**src/rtl/logic_unit_8_bits_arbiter.sv**
```systemverilog
// logic_unit_8_bits_arbiter
// Shares one external gate-level 8-bit logic unit (NOT/AND/OR/XOR) between
// two valid/ready requesters. Round-robin arbitration picks a requester in
// IDLE. Its operands are held on the datapath for EXEC_CYCLES edges. The
// result is then returned on one response channel, tagged with the owner id.
// Optional build macro: LU_SELF_CHECK_EN -- adds an internal reference model
// and a sticky check_err flag that is raised when the external unit's result
// disagrees with the model at the capture edge.
module logic_unit_8_bits_arbiter #(
  parameter int WIDTH       = 8,
  parameter int EXEC_CYCLES = 1
) (
  input  logic             clk,
  input  logic             rst_n,
  input  logic             req0_valid,
  output logic             req0_ready,
  input  logic [1:0]       req0_op,
  input  logic [WIDTH-1:0] req0_a,
  input  logic [WIDTH-1:0] req0_b,
  input  logic             req1_valid,
  output logic             req1_ready,
  input  logic [1:0]       req1_op,
  input  logic [WIDTH-1:0] req1_a,
  input  logic [WIDTH-1:0] req1_b,
  output logic [1:0]       lu_op,
  output logic [WIDTH-1:0] lu_a,
  output logic [WIDTH-1:0] lu_b,
  input  logic [WIDTH-1:0] lu_s,
  output logic             resp_valid,
  input  logic             resp_ready,
  output logic             resp_id,
  output logic [WIDTH-1:0] resp_data,
  output logic             busy,
  output logic             check_err
);

  localparam int               CNT_W    = (EXEC_CYCLES > 1) ? $clog2(EXEC_CYCLES) : 1;
  localparam logic [CNT_W-1:0] CNT_LOAD = CNT_W'(EXEC_CYCLES - 1);

  typedef enum logic [1:0] {
    IDLE = 2'd0,
    EXEC = 2'd1,
    RESP = 2'd2
  } state_t;

  state_t           r_state;
  state_t           w_state_next;
  logic             r_last_grant;
  logic             r_owner;
  logic [CNT_W-1:0] r_cnt;
  logic [1:0]       r_lu_op;
  logic [WIDTH-1:0] r_lu_a;
  logic [WIDTH-1:0] r_lu_b;
  logic             r_resp_valid;
  logic             r_resp_id;
  logic [WIDTH-1:0] r_resp_data;

  logic             w_grant0;
  logic             w_grant1;
  logic             w_accept;
  logic             w_capture;
  logic             w_resp_done;
  logic [1:0]       w_sel_op;
  logic [WIDTH-1:0] w_sel_a;
  logic [WIDTH-1:0] w_sel_b;

  // State register.
  // NOTE: sequential state uses non-blocking (<=) so every flop samples pre-edge values.
  always_ff @(posedge clk or negedge rst_n) begin
    if (!rst_n) r_state <= IDLE;
    else        r_state <= w_state_next;
  end

  // Round-robin grant, offered only in IDLE and never while reset is held.
  // NOTE: every always_comb output is given a default first, so no latch is inferred.
  always_comb begin
    w_grant0 = 1'b0;
    w_grant1 = 1'b0;
    if ((r_state == IDLE) && rst_n) begin
      if (req0_valid && req1_valid) begin
        w_grant0 = r_last_grant;
        w_grant1 = ~r_last_grant;
      end else begin
        w_grant0 = req0_valid;
        w_grant1 = req1_valid;
      end
    end
  end

  // A grant is only ever given to a valid requester, so grant means handshake.
  assign w_accept    = w_grant0 | w_grant1;
  assign w_capture   = (r_state == EXEC) && (r_cnt == '0);
  assign w_resp_done = (r_state == RESP) && resp_ready;
  assign w_sel_op    = w_grant1 ? req1_op : req0_op;
  assign w_sel_a     = w_grant1 ? req1_a  : req0_a;
  assign w_sel_b     = w_grant1 ? req1_b  : req0_b;

  // Next-state selection.
  always_comb begin
    w_state_next = r_state;
    unique case (r_state)
      IDLE:    if (w_accept)  w_state_next = EXEC;
      EXEC:    if (w_capture) w_state_next = RESP;
      RESP:    if (resp_ready) w_state_next = IDLE;
      default: w_state_next = IDLE;
    endcase
  end

  // Operand latch, grant history, settle counter and response registers.
  always_ff @(posedge clk or negedge rst_n) begin
    if (!rst_n) begin
      r_last_grant <= 1'b1;
      r_owner      <= 1'b0;
      r_cnt        <= '0;
      r_lu_op      <= '0;
      r_lu_a       <= '0;
      r_lu_b       <= '0;
      r_resp_valid <= 1'b0;
      r_resp_id    <= 1'b0;
      r_resp_data  <= '0;
    end else begin
      if (w_accept) begin
        r_lu_op      <= w_sel_op;
        r_lu_a       <= w_sel_a;
        r_lu_b       <= w_sel_b;
        r_owner      <= w_grant1;
        r_last_grant <= w_grant1;
        r_cnt        <= CNT_LOAD;
      end else if ((r_state == EXEC) && (r_cnt != '0)) begin
        r_cnt <= r_cnt - CNT_W'(1);
      end

      if (w_capture) begin
        r_resp_data  <= lu_s;
        r_resp_id    <= r_owner;
        r_resp_valid <= 1'b1;
      end else if (w_resp_done) begin
        r_resp_valid <= 1'b0;
      end
    end
  end

  assign req0_ready = w_grant0;
  assign req1_ready = w_grant1;
  assign lu_op      = r_lu_op;
  assign lu_a       = r_lu_a;
  assign lu_b       = r_lu_b;
  assign resp_valid = r_resp_valid;
  assign resp_id    = r_resp_id;
  assign resp_data  = r_resp_data;
  assign busy       = (r_state != IDLE);

`ifdef LU_SELF_CHECK_EN
  logic [WIDTH-1:0] w_expected;
  logic             r_check_err;

  // Reference result computed from the operands currently on the datapath.
  always_comb begin
    w_expected = '0;
    case (r_lu_op)
      2'b00:   w_expected = ~r_lu_a;
      2'b01:   w_expected = r_lu_a & r_lu_b;
      2'b10:   w_expected = r_lu_a | r_lu_b;
      default: w_expected = r_lu_a ^ r_lu_b;
    endcase
  end

  // Sticky mismatch flag, evaluated only at the capture edge.
  always_ff @(posedge clk or negedge rst_n) begin
    if (!rst_n)                                r_check_err <= 1'b0;
    else if (w_capture && (lu_s != w_expected)) r_check_err <= 1'b1;
  end

  assign check_err = r_check_err;
`else
  assign check_err = 1'b0;
`endif

endmodule

```
**config.mk**
```make
export PLATFORM = sky130hd
export DESIGN_NAME = logic_unit_8_bits_arbiter
export DESIGN_NICKNAME = d
export VERILOG_FILES = /design/src/rtl/logic_unit_8_bits_arbiter.sv
export SDC_FILE = /design/constraint.sdc
export NUM_CORES = 1
export LEC_CHECK = 0
export BUFFER_PORTS_ARGS = -buffer_cell sky130_fd_sc_hd__buf_2
export CORE_MARGIN = 2
export CORE_UTILIZATION = 45
export CTS_CLUSTER_DIAMETER = 60
export DETAILED_ROUTE_END_ITERATION = 8
export PLACE_DENSITY = 0.8
export RECOVER_POWER = 100
export REMOVE_ABC_BUFFERS = 1
export SLEW_MARGIN = 20
export SYNTH_ARGS = -nofsm -noshare
export SYNTH_HDL_FRONTEND = slang
export SYNTH_SLANG_ARGS = --single-unit
export TNS_END_PERCENT = 10
```
**constraint.sdc**
```tcl
create_clock -name clk -period 1.4 [get_ports clk]
set_input_delay 0.28 -clock clk [delete_from_list [all_inputs] [get_ports clk]]
set_output_delay 0.28 -clock clk [all_outputs]
set_load 0.02 [all_outputs]
```
* After elaboration in Yosys (flattened, before gate mapping)
Index checks and enable logic that the tools add are counted.
Operators by class: add/sub/neg operators 1, equal/unequal tests 5, mux-type cells 15, bitwise gates (word level) 3, reduce and logical (&&, ||, !) cells 10
Operators by type and width (count):
- 2-to-1 mux 8 bit | 2
- 2-to-1 mux 1 bit | 8
- 2-to-1 mux 2 bit | 4
- inequality test 2 bit (second input constant) | 3
- one-hot mux 2 bit (3 select lines) | 1
- nonzero test 2 bit | 3
- logical AND 1 bit | 5
- AND reduction 3 bit | 1
- equality test 2 x 1 -> 1 bit (second input constant) | 1
- equality test 2 bit (second input constant) | 1
- zero test 2 bit | 1
- NOT 1 bit | 2
- OR 1 bit | 1
- subtractor 1 bit (second input constant) | 1
Word-level totals: register bits after elaboration 33, input bits 49, output and inout bits 32, logic and storage cells 44

* Logic depth before layout (Yosys ltp)
Gate-level depths: netlist (run 1).
depth in word-level cells 6, depth in mapped cells 5, depth with buffers taken out 3

* Least setup slack after synthesis (run 1)
Ideal clock, no wire load.
path kind reg2out, start register r_state[0], end output req0_ready, arrival 1.253 ns, required time 1.120 ns, setup slack -0.133 ns, stages on the path, launching flop included 4, buffers on the path 1, cells stage by stage dfrtp_1 > or3b_4 > buf_6 > nor2_1
On the way: cells in the longest elaborated chain, start to end 3
RTL lines:
- start: declaration | RTL line 46 | state_t r_state;
- start signal: assignment | RTL line 71 | else r_state <= w_state_next;
- zero test 2 bit | RTL line 79 | if ((r_state == IDLE) && rst_n) begin
- logical AND 1 bit | RTL line 79
- 2-to-1 mux 1 bit | RTL line 79
- end: declaration | RTL line 16 | output logic req0_ready,
Every way passes these cells.

* Final worst setup path (run 1)
start register r_state[1], end output req0_ready
Same word-level chain as after synthesis.

==> results of run 1 <==
-- sequential cells by signal, summed over array words and instances, names as in the netlist, 2 cells and up --
signal and flops:
lu_a 8, lu_b 8, lu_op 2, r_state 2
resp_data 8
-- worst register-to-register path, stage by stage, from the launching register on --
cell and delay [ps]:
dfrtp_1 410, buf_6 110, buf_6 90, buf_4 110, nand2b_4 60, nor2_4 220
mux2_2 370
-- worst paths after layout --
path | end | slack [ps] | cells past startpoint
worst max-delay path | req0_ready | -300 | 3
worst min-delay path | r_state[1] | 140 | 2
worst max register to register | resp_data[1] | -80 | 6
worst min register to register | r_owner | 510 | 1
max in group asynchronous | r_state[1] | 210 | 3
min in group asynchronous | lu_b[7] | 400 | 3
-- synth_stat cells --
cell type and instances:
dfrtp_1 32, a21oi_1 19, a31oi_1 18, nand3_1 18, o21ai_1 18, mux2_2 9, buf_4 5, buf_2 4
buf_6 4, nor2_1 4, a21o_1 2, inv_1 2, nand2_1 2, nand2b_1 2, nor2_4 2, o21ai_0 2
a21bo_4 1, a21boi_4 1, and2_1 1, and3_1 1, conb_1 1, dfstp_2 1, nor3b_2 1, o22ai_1 1
or2_1 1, or2_2 1, or3b_4 1
-- power by group through the flow --
| stage | Clock, mW | Combinational, mW | Sequential, mW |
|---|---|---|---|
| 6_report | 0.519 | 1.98 | 1.61 |
| 5_1_grt | 0.591 | 2.15 | 1.66 |
| 4_1_cts | 0.539 | 1.98 | 1.61 |
| 3_5_place_dp | 0 | 1.88 | 1.64 |
| 3_3_place_gp | 0 | 1.85 | 1.62 |
| 2_1_floorplan | 0 | 0.666 | 2.09 |
-- through the flow --
stage / setup TNS (ps) / setup slack (ps)
global route: -4800 / -373
floorplan: -20150 / -964
CTS: -2560 / -317
detailed placement: -1260 / -75.0
finish: -1660 / -304
global placement: -356 / -36.7
-- layout make-up --
type	instances	share of cell area
Sequential cell	33	0.371
Multi-Input combinational cell	106	0.306
Timing Repair Buffer	101	0.269
Tap cell	46	0.0258
Clock buffer	5	0.0168
Clock inverter	3	0.00784
Inverter	2	0.00336
-- logic make-up (layout without fill, tap and decap cells) --
family	Yosys count	count (layout)
compound gates	62	62
simple gates	34	34
flops	33	33
buf+inv	15	111
mux	9	9
other cells	1	1
-- metal layers --
metal / share of wire / global-route usage / up-vias
met4: 0.019 / 0.0815 / 0
met5: 0 / 0 / -
li1: - / - / 759
met2: 0.50 / 0.343 / 77
met1: 0.40 / 0.245 / 706
met3: 0.080 / 0.0679 / 10
-- cell usage in the layout (no fill, tap or decap), drive strengths merged --
cell type,Yosys,layout
buf,13,98
dfrtp,32,32
o21ai,20,20
a21oi,19,19
nand3,18,18
a31oi,18,18
mux2,9,9
clkbuf,0,6
nor2,6,6
inv,2,2
nand2,2,2
a21o,2,2
clkinv,0,2
dlygate4sd3,0,2
or2,2,2
nand2b,2,2
or3b,1,1
a21bo,1,1
nor3b,1,1
and2,1,1
a21boi,1,1
o22ai,1,1
and3,1,1
conb,1,1
clkinvlp,0,1
dfstp,1,1
-- timing repair --
action	CTS	global route
setup buffers	3	3
hold endpoints to repair	32	0
endpoints found under the setup margin	30	34
pin swaps	0	3
resized for setup	9	3
hold buffers	3	0
==> results.toml, run 1 <==
[route]
via_per_inst = 5.24
drt_first_pass_iters = 4
wl_um = 3890
via_count = 1552
drc = 0
final_antenna_net_count = 0
first_iter_violations = 76
wl_per_cell_um = 13.1

[placement]
place_area_um2 = 2080
placedCellCount = 280
dp_hpwl_um = 2810
place_congestion = 0.741
portBuffers = 79

[floorplan]
coreArea_um2 = 3390
start_util = 0.473
rows = 21
die_area_um2 = 4060
die_h_um = 63.7
die_w_um = 63.7
io_pins = 81

[power_and_ir_drop]
post-layout-total-power_mw = 4.11
power_density_nw_per_um2 = 1840
switching_share = 0.418
irDropWorstVdd_uv = 929
switchingPower_mw = 1.72
internal_power_mw = 2.39
seqPwrFrac = 0.391
cellLeakagePower_nw = 1.04
pwr-share-clk = 0.126
combPwrFrac = 0.483

[cells_and_area]
finalNetCount = 298
multiInputGateArea_um2 = 684
num_antenna_cells = 0
seq_area_um2 = 828
fillCellCount = 278
postLayoutCellArea_um2 = 2230
final_util = 0.659
syn_to_final_growth_pct = 39.3
stdcell_count = 296
drive_gt1_frac = 0.504

[clocking]
clockRootBuffer = "clkbuf_4"
clock-sinks = 33
cts_tree = "yes"
cts_buffers = 5
clk_path_buf_depth = 2
ctsHtreeMaxLevel = 2
clkSlewWorstSetupHoldPaths_ps = 100
clock_latency_ps = 340

[worst_setup_path]
required_ps = 1120
crit_start = "r_state[1]"
crit_path_top_delay_cell = "or3b_4"
startpoint_type = "flip-flop"
crit_type = "flip-flop to output port"
critical-path-max-stage-delay_ps = 430
path_cells = "or3b_4 > nor2_2 > buf_4"
cp_max_fo = 3
worstPathArrival_ps = 1420
critPathTopFamily = "simple AND/OR/NAND/NOR gates"
critical_path_buf_inv_count = 1
r2r_start = "r_state[0]"
cp-end-kind = "output port"

[global_routing]
antenna_found_initial = 0
globalRouteOverflowTotal = 0
grt_pass1_wl_um = 6470
grt_usage = 0.206
grt_start_max_net_pins = 25
grt_pass1_vias = 1411

[logic_synthesis]
synth.area.mux_share = 0.0632
netlist_area_um2 = 1600
yosysTopAreaCell = "dfrtp_1"
synth_area_per_cell_um2 = 10.4
synth_adder_area_share = 0
yosys.area_share.simple = 0.123
ys_types = 27
synth-compound-area-share = 0.227
ys_warn_count = 0
synth_area_leaders = "dfrtp_1, a31oi_1, mux2_2"
syn_inst = 154
synth_top_area_frac = 0.500
synth_xor_area_frac = 0
synth_top_family_by_area = "compound AO/OA/AOI/OAI gates"
synth_seq_area_share = 0.516
synth-seq-cells = 33

[min_path]
worst_hold_path_type = "input port to flip-flop"
min_from = "resp_ready"

[timing]
drv_slew = 0
finalCriticalPeriod_ps = 1700
fin_ws_ps = -304
tightest_slew_ps = 1200
finClkSkew_ps = 8.26
setup_viol = 26
rsz0062_at_grt = "true"
period_share = 1.22
max_slew_margin = 0.203
hold_viol = 0
fmax_ghz = 0.587
hold_slack_ps = 139

[run_status]
status = "complete, but fails checks"
violations = "setup timing"

[job]
cap_violations = 0
No activity file was read; power rests on OpenSTA's default activity.
==> run 2, diff against run 1 <==
CTS_CLUSTER_SIZE = 28   (was unset)
REMOVE_ABC_BUFFERS = unset   (was 1)
==> results.toml, run 2 (same netlist as run 1, synthesis figures left out) <==
[run_status]
status = "complete, but fails checks"
violations = "setup timing"

[worst_setup_path]
startpoint_type = "flip-flop"
critPathTopFamily = "simple AND/OR/NAND/NOR gates"
regToRegSetupSlack_ps = -230
critical_path_buf_inv_count = 1
cp-end-kind = "output port"
crit_type = "flip-flop to output port"
r2r_start = "r_state[1]"
worstPathArrival_ps = 1400
reg2reg_depth = 7
crit_path_top_delay_cell = "or3b_4"
path_cells = "or3b_4 > nor2_4 > buf_6"
cp_max_fo = 4
cp.depth = 3
crit_end = "req1_ready"
crit_start = "r_state[1]"
critical-path-max-stage-delay_ps = 450
required_ps = 1120
r2r-end = "lu_a[7]"

[timing]
finalCriticalPeriod_ps = 1680
period_share = 1.20
rsz0062_at_grt = "true"
fin_ws_ps = -283
setup_tns_ps = -6040
max_slew_margin = 0.409
drv_slew = 0
fmax_ghz = 0.594
tightest_slew_ps = 887
setup_viol = 34
hold_slack_ps = 157
hold_viol = 0
finClkSkew_ps = 7.81

[route]
via_count = 1614
drt_first_pass_iters = 4
drc = 0
via_per_inst = 5.40
wl_um = 4310
wl_per_cell_um = 14.4
final_antenna_net_count = 0
first_iter_violations = 149

[global_routing]
grt_pass1_wl_um = 6980
antenna_found_initial = 0
grt_pass1_vias = 1484
grt_usage = 0.220
globalRouteOverflowTotal = 0
grt_start_max_net_pins = 19

[cells_and_area]
syn_to_final_growth_pct = 41.0
final_util = 0.667
final_common_cell = "buf_2"
final_cell_mix = "buf_2, dfrtp_1, clkbuf_1"
drive_gt1_frac = 0.399
finalNetCount = 301
num_antenna_cells = 0

[placement]
dp_hpwl_um = 3110
pre_cts_slack_ps = -37.4
place_congestion = 0.775
portBuffers = 79

[clocking]
cts_buffers = 5
cts_tree = "yes"
clkSlewWorstSetupHoldPaths_ps = 90
clk_path_buf_depth = 2
clockRootBuffer = "clkbuf_4"
ctsHtreeMaxLevel = 2
clock-sinks = 33
clock_latency_ps = 320

[floorplan]
die_h_um = 63.7
start_util = 0.473
die_w_um = 63.7
io_pins = 81
coreArea_um2 = 3390
die_area_um2 = 4060
rows = 21

[power_and_ir_drop]
power_density_nw_per_um2 = 1860
post-layout-total-power_mw = 4.19
cellLeakagePower_nw = 1.00
irDropWorstVdd_uv = 1210

[logic_synthesis]
syn-num-nets = 203

[min_path]
worst_hold_path_type = "input port to flip-flop"

[job]
cap_violations = 0
[run 2: cell types whose count changed in the layout (fill, tap and decap cells not counted), sizes merged]
cell	delta
clkinv	-1
buf	-25
dlygate4sd3	-1
clkinvlp	-1
clkbuf	+31
[run 2: through the flow]
step / instances / area (µm²)
2_1_floorplan: 154 / 1610
3_5_place_dp: 285 / 2130
5_1_grt: 299 / 2260
3_3_place_gp: 285 / 2130
6_report: 299 / 2260
4_1_cts: 298 / 2270
[run 2: routing by layer]
| layer | track usage | part of all wire |
|---|---|---|
| met5 | 0 | 0 |
| met4 | 0.0734 | 0.010 |
| met3 | 0.0643 | 0.080 |
| met2 | 0.351 | 0.50 |
| met1 | 0.288 | 0.40 |
[run 2: report_power, final]
| group | total (mW) | internal, mW | leakage [nW] | switching [mW] |
|---|---|---|---|---|
| logic | 1.96 | 0.775 | 0.580 | 1.19 |
| registers | 1.63 | 1.37 | 0.378 | 0.255 |
| clock network | 0.602 | 0.291 | 0.0413 | 0.311 |
[run 2: cell type report]
class	instances	area, µm²
clock buffer	7	65.1
clock inverter	1	5.00
fill	296	1130
inverter	2	7.51
multi-input combinational	106	699
sequential	33	827
tap	46	57.6
timing repair buffer	104	598
[run 2: worst min path at each step]
stage | from | end | slack (ps) | cells after the start
6_report | resp_ready | r_state[1] | 160 | 2
2_1_floorplan | rst_n | lu_a[0] | -20 | 0
5_1_grt | resp_ready | r_state[1] | 120 | 2
3_5_place_dp | rst_n | lu_a[5] | 280 | 2
3_3_place_gp | rst_n | lu_b[2] | 270 | 2
4_1_cts | rst_n | resp_data[3] | 1 | 3
[run 2: what timing repair did]
item                                    4_1_cts  5_1_grt
endpoints found under the setup margin       20       34
resized for setup                             8        8
hold endpoints to repair                     17        0
hold buffers                                  1        0
pin swaps                                     3        1
gates cloned                                  0        1
buffers inserted                              4        0
==> run 3, diff against run 2 <==
ABC_AREA = 1   (was unset)
CORE_UTILIZATION = 46   (was 45)
PLACE_DENSITY = 0.81   (was 0.8)
==> results.toml, run 3 <==
[timing]
tightest_slew_ps = 543
hold_viol = 0
rsz0062_at_grt = "true"
fin_ws_ps = -196
max_slew_margin = 0.638
finalCriticalPeriod_ps = 1600
fmax_ghz = 0.626
drv_slew = 0
finClkSkew_ps = 7.88
setup_viol = 3
period_share = 1.14
hold_slack_ps = 148

[worst_setup_path]
crit_path_top_delay_cell = "dfrtp_1"
required_ps = 1120
crit_type = "flip-flop to output port"
path_cells = "inv_2 > nand4_1 > a21oi_2 > buf_4"
startpoint_type = "flip-flop"
worstPathArrival_ps = 1320
crit_start = "r_state[1]"
r2r_start = "r_state[1]"
critical-path-max-stage-delay_ps = 410
cp_max_fo = 4
cp-end-kind = "output port"

[route]
wl_um = 4080
wl_per_cell_um = 11.1
m1WireLength_um = 1760
via_count = 1719
drt_first_pass_iters = 4
final_antenna_net_count = 0
drc = 0
dr.max_layer_used = "met4"
routed-wl-met2_um = 2040
first_iter_violations = 62
via_per_inst = 4.70
wl_met3_um = 232

[clocking]
ctsHtreeMaxLevel = 2
clk_path_buf_depth = 2
clock_latency_ps = 330
clock-sinks = 33
clkSlewWorstSetupHoldPaths_ps = 100
cts_buffers = 5
cts_tree = "yes"
clockRootBuffer = "clkbuf_4"

[floorplan]
die_area_um2 = 4120
rows = 21
io_pins = 81
start_util = 0.488
die_w_um = 64.2
coreArea_um2 = 3420
die_h_um = 64.2

[power_and_ir_drop]
power_density_nw_per_um2 = 1920
internal_power_mw = 2.30
pwr-share-clk = 0.117
seqPwrFrac = 0.385
combPwrFrac = 0.498
switching_share = 0.465
cellLeakagePower_nw = 1.35
switchingPower_mw = 2.00
irDropWorstVdd_uv = 1010

[placement]
place_area_um2 = 2150
place_congestion = 0.818
portBuffers = 79
dp_hpwl_um = 3060
pre_cts_slack_ps = 104

[run_status]
status = "complete, but fails checks"
violations = "setup timing"

[cells_and_area]
fillCellCount = 328
syn_to_final_growth_pct = 34.5
final_common_cell = "nand2_1"
num_antenna_cells = 0
final_cell_mix = "nand2_1, buf_2, nand3_1"
postLayoutCellArea_um2 = 2240
finalNetCount = 368
drive_gt1_frac = 0.269

[logic_synthesis]
synthArstFlopShare = 1.00
synth_common_cells = "nand2_1, nand3_1, inv_1"
synth-seq-cells = 33
synth_flop_cell = "dfrtp_1"
ys_types = 20
ys_warn_count = 0
netlist_area_um2 = 1670
syn-num-nets = 272
synth_seq_area_share = 0.496
synth_edf_count = 0
yosysTopAreaCell = "dfrtp_1"
synth_top_area_frac = 0.480
syn_inst = 223
synth_area_per_cell_um2 = 7.47
synth.most_common_cell = "nand2_1"
synth_area_leaders = "dfrtp_1, nand2_1, nand3_1"

[global_routing]
globalRouteOverflowTotal = 0
grt_pass1_wl_um = 7330
grt_pass1_vias = 1685
grt_usage = 0.229
grt_start_max_net_pins = 24
antenna_found_initial = 0

[min_path]
min_from = "resp_ready"
worst_hold_path_type = "input port to flip-flop"

[job]
cap_violations = 0
run 3: through the flow:
step | total power, mW | util | setup TNS [ps] | instances
finish | 4.30 | 0.656 | -404 | 366
global route | 4.66 | 0.656 | -2820 | 366
CTS | 4.36 | 0.660 | -352 | 364
detailed placement | 3.79 | 0.630 | 0 | 351
global placement | 3.71 | 0.630 | 0 | 351
floorplan | 3.01 | - | 0 | 223
run 3: power groups by stage:
stage,logic (mW),clock network (mW),registers (mW)
floorplan,0.884,0,2.13
global placement,2.06,0,1.65
detailed placement,2.14,0,1.65
CTS,2.20,0.513,1.64
global route,2.39,0.569,1.70
finish,2.14,0.502,1.66
run 3: path summary, 6_finish.rpt:
kind	to	slack, ps	cells past startpoint
max	req0_ready	-200	4
min	r_state[1]	150	2
max reg2reg	lu_a[1]	10	7
min reg2reg	resp_data[3]	480	2
max in group asynchronous	lu_b[4]	400	3
min in group asynchronous	lu_op[0]	610	3
run 3: layout make-up:
class	instances	area, µm²	share of cell area
flip-flops and latches	33	827	0.369
multi-input cells	136	622	0.277
repair buffers	98	514	0.229
inverters	45	169	0.0754
well taps	46	57.6	0.0257
clock buffers	6	41.3	0.0184
clock inverters	2	10.0	0.00447
run 3: per-layer routing:
metal,vias up,global-route usage
li1,868,-
met1,791,0.272
met2,53,0.408
met3,7,0.0599
met4,0,0.0638
met5,-,0
run 3: repair_timing:
item,in CTS,in global routing
buffers inserted,4,2
setup endpoints to repair,2,33
hold buffers,1,0
endpoints found under the hold margin,32,0
pin swaps,2,3
gates resized for setup,3,5
run 3: critical path, delay by kind of cell (launching register included):
kind,cells,cell delay [ps]
DFF,1,410
buffers and inverters,2,260
and+or+nand+nor,1,160
AOI/OAI and AO/OA,1,160
run 3: cell families (layout without fill, tap and decap cells):
kind of cell	after synthesis	count (layout)	synth area share
buf+inv	54	151	0.139
compound gates	6	6	0.0263
simple gates	129	129	0.336
other cells	1	1	0.00225
flops	33	33	0.496
